**config.mk**
```make
export PLATFORM = sky130hd
export DESIGN_NAME = kronos_mem_arbiter
export DESIGN_NICKNAME = d
export VERILOG_FILES = /design/src/rtl/kronos_mem_arbiter.sv
export SDC_FILE = /design/constraint.sdc
export NUM_CORES = 1
export LEC_CHECK = 0
export CORE_AREA = 3 3 105 107
export CTS_BUF_LIST = sky130_fd_sc_hd__clkbuf_16
export CTS_CLUSTER_DIAMETER = 150
export DETAILED_ROUTE_END_ITERATION = 16
export DIE_AREA = 0 0 108 110
export GPL_TIMING_DRIVEN = 0
export HOLD_SLACK_MARGIN = 0.05
export PLACE_DENSITY = 0.68
export SKIP_CTS_REPAIR_TIMING = 1
export SYNTH_ARGS = -nofsm -noshare
export SYNTH_HDL_FRONTEND = slang
export SYNTH_SLANG_ARGS = --single-unit
```
**constraint.sdc**
```tcl
create_clock -name clk -period 3.11 [get_ports clk]
set_clock_uncertainty 0.1 [all_clocks]
set_input_delay 0.7775 -clock clk [delete_from_list [all_inputs] [get_ports clk]]
set_output_delay 0.7775 -clock clk [all_outputs]
set_load 0.03 [all_outputs]
```
**src/rtl/kronos_mem_arbiter.sv**
```systemverilog
// Shares one memory port between instruction fetch and the LSU data port.
// Data wins by default; a starvation counter forces a fetch after STARVE_LIMIT data grants.
//
// state  | meaning
// IDLE   | no transaction locked; owner chosen combinationally each cycle
// BUSY_I | fetch transaction issued, waiting for mem_gnt
// BUSY_D | data transaction issued, waiting for mem_gnt
module kronos_mem_arbiter #(
    parameter int unsigned STARVE_LIMIT = 4
) (
    input  logic        clk,
    input  logic        rstz,

    input  logic [31:0] instr_addr,
    input  logic        instr_req,
    output logic [31:0] instr_data,
    output logic        instr_gnt,

    input  logic [31:0] data_addr,
    input  logic [31:0] data_wr_data,
    input  logic [3:0]  data_wr_mask,
    input  logic        data_rd_req,
    input  logic        data_wr_req,
    output logic [31:0] data_rd_data,
    output logic        data_gnt,

    output logic [31:0] mem_addr,
    output logic [31:0] mem_wr_data,
    output logic [3:0]  mem_wr_mask,
    output logic        mem_wr_en,
    output logic        mem_req,
    input  logic [31:0] mem_rd_data,
    input  logic        mem_gnt
);

    localparam logic [3:0] LIMIT = 4'(STARVE_LIMIT);

    typedef enum logic [1:0] {
        IDLE   = 2'd0,
        BUSY_I = 2'd1,
        BUSY_D = 2'd2
    } state_t;

    typedef enum logic [1:0] {
        OWN_NONE = 2'd0,
        OWN_I    = 2'd1,
        OWN_D    = 2'd2
    } owner_t;

    state_t     state;
    state_t     state_nxt;
    owner_t     owner;
    logic [3:0] starve_cnt;
    logic [3:0] starve_cnt_nxt;
    logic       instr_waited;
    logic       instr_waited_nxt;

    logic data_req;
    logic sel_i;
    logic sel_d;
    logic fetch_waiting;

    assign data_req = data_rd_req | data_wr_req;
    assign sel_i    = instr_req & (~data_req | (starve_cnt == LIMIT));
    assign sel_d    = data_req & ~sel_i;

    // Whether fetch was pending when the current data transaction was selected.
    assign fetch_waiting = (state == IDLE) ? instr_req : instr_waited;

    always_comb begin
        owner = OWN_NONE;
        if (rstz) begin
            case (state)
                IDLE: begin
                    if (sel_i) begin
                        owner = OWN_I;
                    end else if (sel_d) begin
                        owner = OWN_D;
                    end
                end
                BUSY_I:  owner = OWN_I;
                BUSY_D:  owner = OWN_D;
                default: owner = OWN_NONE;
            endcase
        end
    end

    always_ff @(posedge clk or negedge rstz) begin
        if (!rstz) begin
            state        <= IDLE;
            starve_cnt   <= 4'd0;
            instr_waited <= 1'b0;
        end else begin
            state        <= state_nxt;
            starve_cnt   <= starve_cnt_nxt;
            instr_waited <= instr_waited_nxt;
        end
    end

    always_comb begin
        state_nxt        = state;
        starve_cnt_nxt   = starve_cnt;
        instr_waited_nxt = instr_waited;

        if (state == IDLE && !instr_req) begin
            starve_cnt_nxt = 4'd0;
        end

        if (owner != OWN_NONE) begin
            if (mem_gnt) begin
                state_nxt = IDLE;
                if (owner == OWN_I) begin
                    starve_cnt_nxt = 4'd0;
                end else if (fetch_waiting && (starve_cnt < LIMIT)) begin
                    starve_cnt_nxt = starve_cnt + 4'd1;
                end
            end else if (state == IDLE) begin
                state_nxt        = (owner == OWN_I) ? BUSY_I : BUSY_D;
                instr_waited_nxt = instr_req;
            end
        end
    end

    always_comb begin
        mem_addr    = 32'd0;
        mem_wr_data = 32'd0;
        mem_wr_mask = 4'd0;
        mem_wr_en   = 1'b0;
        case (owner)
            OWN_I: begin
                mem_addr = instr_addr;
            end
            OWN_D: begin
                mem_addr    = data_addr;
                mem_wr_data = data_wr_data;
                mem_wr_mask = data_wr_mask;
                mem_wr_en   = data_wr_req;
            end
            default: begin
            end
        endcase
    end

    assign mem_req      = rstz & ((state != IDLE) | instr_req | data_req);
    assign instr_gnt    = mem_gnt & (owner == OWN_I);
    assign data_gnt     = mem_gnt & (owner == OWN_D);
    assign instr_data   = mem_rd_data;
    assign data_rd_data = mem_rd_data;

endmodule

```
==> impl_metrics.yaml <==
place:
  place_congestion: 0.769
  numPlacedInstances: 611
  hpwlAfterDp_um: 7820
  io_buffers: 241
clock_tree:
  htreeDepth: 1
  cts_tree: "yes"
  cts_root_buffer: "clkbuf_16"
  clk_latency_ns: 0.23
  cts_sinks: 7
  clockBufferDepth: 2
  cts_made_buffers: 3
  clk_transition_reported_paths_ns: 0.04
synthesis:
  synth.avg_cell_area_um2: 7.35
  netlist_top_cells_area: "buf_4 (28%), and2_1 (14%), a22oi_1 (14%), nor2b_1 (12%), dfrtp_1 (10%)"
  syn_nets: 377
  synth_area_um2: 1720
  ys_seq_area_share_pct: 10.2
  synth_edf_count: 0
  synth_flop_cell: "dfrtp_1"
  synth_cells: 234
  synth_top_area_cell: "buf_4"
  yosysWarnings: 0
  synth_cell_type_count: 31
  yosys.area.top_type_share_pct: 27.9
  ys_seq_elements: 7
  synthArstFlopShare_pct: 100
worst_setup_path:
  critPathKind: "primary input to output pin"
  worstPathArrival_ns: 2.41
  cp.required_ns: 2.23
  crit_path_end_kind: "output pin"
  worstPathMaxFanout: 6
  critical-path-max-stage-delay_ns: 0.44
  startpoint_type: "primary input"
  path_cells: "buf_8 -> nand4b_1 -> a21oi_4 -> or3b_4 -> ha_4 -> buf_12 -> clkbuf_16 -> a22oi_2 -> nor2b_4 -> buf_6"
  critPathSlowestCell: "or3b_4"
cells_and_area:
  layout_commonest_cell: "clkdlybuf4s50_1"
  stdcell_count: 623
  syn_to_final_growth_pct: 199
  antennaDiodeCount: 0
  num-nets-final: 631
  final_layout_size_suffix_gt1_share_pct: 54.0
  filler_cell_count: 943
  layout_common_cells: "clkdlybuf4s50_1 (166), buf_4 (71), buf_6 (68)"
detailed_routing:
  routed_wl_um: 9660
  drtIter0Drc: 113
  drc: 0
  via_count: 2510
  via_per_inst: 4.03
  dr.pass1.iters: 4
  ant_nets: 0
  wl_per_cell_um: 15.5
pwr:
  power.density_nw_per_um2: 256
  vdd_drop_max_mv: 0.160
  p_total_mw: 1.32
  p_leak_nw: 2.20
status:
  violations: "setup timing"
  status: "finished, violations left"
sta:
  fin_crit_sh_pct: 106
  finalSetupViolCount: 33
  rsz0062_at_grt: "true"
  tightest_slew_ns: 0.334
  whs_ns: 0.302
  layout_setup_ws_ns: -0.178
  maxSlewHeadroom_pct: 77.7
  finalCriticalPeriod_ns: 3.29
  hold_viol: 0
  fmax_ghz: 0.304
  drv_slew: 0
run:
  maxCapViolCount: 0
global_routing:
  grt_pass1_vias: 2562
  grt_use_total_pct: 13.9
  antenna_found_initial: 0
  grt_pass1_wl_um: 13100
  grt_overflow: 0
  grt_max_degree: 12
floorplanning:
  die_width_um: 108
  die_h_um: 110
  dieArea_um2: 11900
  io_pins: 274
  initial_core_util_pct: 16.8
  core_area_um2: 10200
  core.rowCount: 37
hold_path:
  hold_path_class: "primary input to asynchronous set/reset pin"
## worst paths after layout
path | startpoint | endpoint | slack, ns | cells past startpoint
max in group asynchronous | rstz | state[0] | 2.41 | 1
max reg2reg | starve_cnt[1] | state[1] | 0.56 | 11
min in group clk | instr_waited | instr_waited | 0.43 | 1
min | rstz | starve_cnt[1] | 0.30 | 1
max | instr_req | mem_addr[14] | -0.18 | 10
min reg2reg | instr_waited | instr_waited | 0.43 | 1
## sequential cells by signal (all words and copies together) (netlist names)
signal / cells
instr_waited: 1
starve_cnt: 4
state: 2
## power breakdown
| group | switching [mW] | internal [mW] | total, mW |
|---|---|---|---|
| Sequential | 0.0160 | 0.108 | 0.124 |
| Clock | 0.0507 | 0.167 | 0.218 |
| Combinational | 0.449 | 0.525 | 0.973 |
| Total | 0.515 | 0.800 | 1.32 |
## worst max-delay path: cells and delay by family
family | cells | cell delay, ns
simple gates | 3 | 0.65
compound gates | 2 | 0.26
buf+inv | 4 | 0.54
fa+ha+maj | 1 | 0.18
## metal layers
metal  global-route usage (%)  wire length [µm]  share of wire, %
met1                     14.6              3450                36
met5                        0                 0                 0
met2                     27.6              5190                54
met3                     3.67               902               9.3
met4                     2.98               117               1.2
## cell usage after synthesis, drive strengths merged (2+ instances only)
library cell	number
a31oi	2
dfrtp	7
buf	70
a22oi	32
o21ai	3
nor2b	34
clkbuf	10
inv	5
a21boi	2
and2	39
nand3	2
nor2	4
ha	5
a21oi	4
## metrics by stage
stage                     setup TNS (ns)  cell area (µm²)  worst slack [ns]  util [%]
after global placement            -93.83             4540             -1.45      44.4
after floorplan                   -0.995             1960           -0.0377         -
after detailed placement          -99.52             4540             -1.52      44.4
after global routing               -6.53             5140            -0.223      50.3
final                              -4.66             5140            -0.178      50.3
after CTS                        -100.53             4620             -1.55      45.2
## cell type report
| type | instances | area [µm²] | area share (%) |
|---|---|---|---|
| timing repair buffer | 250 | 2550 | 49.5 |
| multi-input combinational | 142 | 1500 | 29.1 |
| buffer | 79 | 656 | 12.7 |
| sequential | 7 | 175 | 3.41 |
| tap | 136 | 170 | 3.31 |
| clock buffer | 3 | 75.1 | 1.46 |
| inverter | 5 | 18.8 | 0.365 |
| clock inverter | 1 | 3.75 | 0.0730 |
## kinds of logic after synthesis
| family | share of synthesized area, % |
|---|---|
| and+or+nand+nor | 33.0 |
| buffers and inverters | 33.0 |
| AOI/OAI and AO/OA | 19.6 |
| DFF | 10.2 |
| adders and majority gates | 3.64 |
| muxes | 0.655 |
Power figures use the tool's default switching activity.
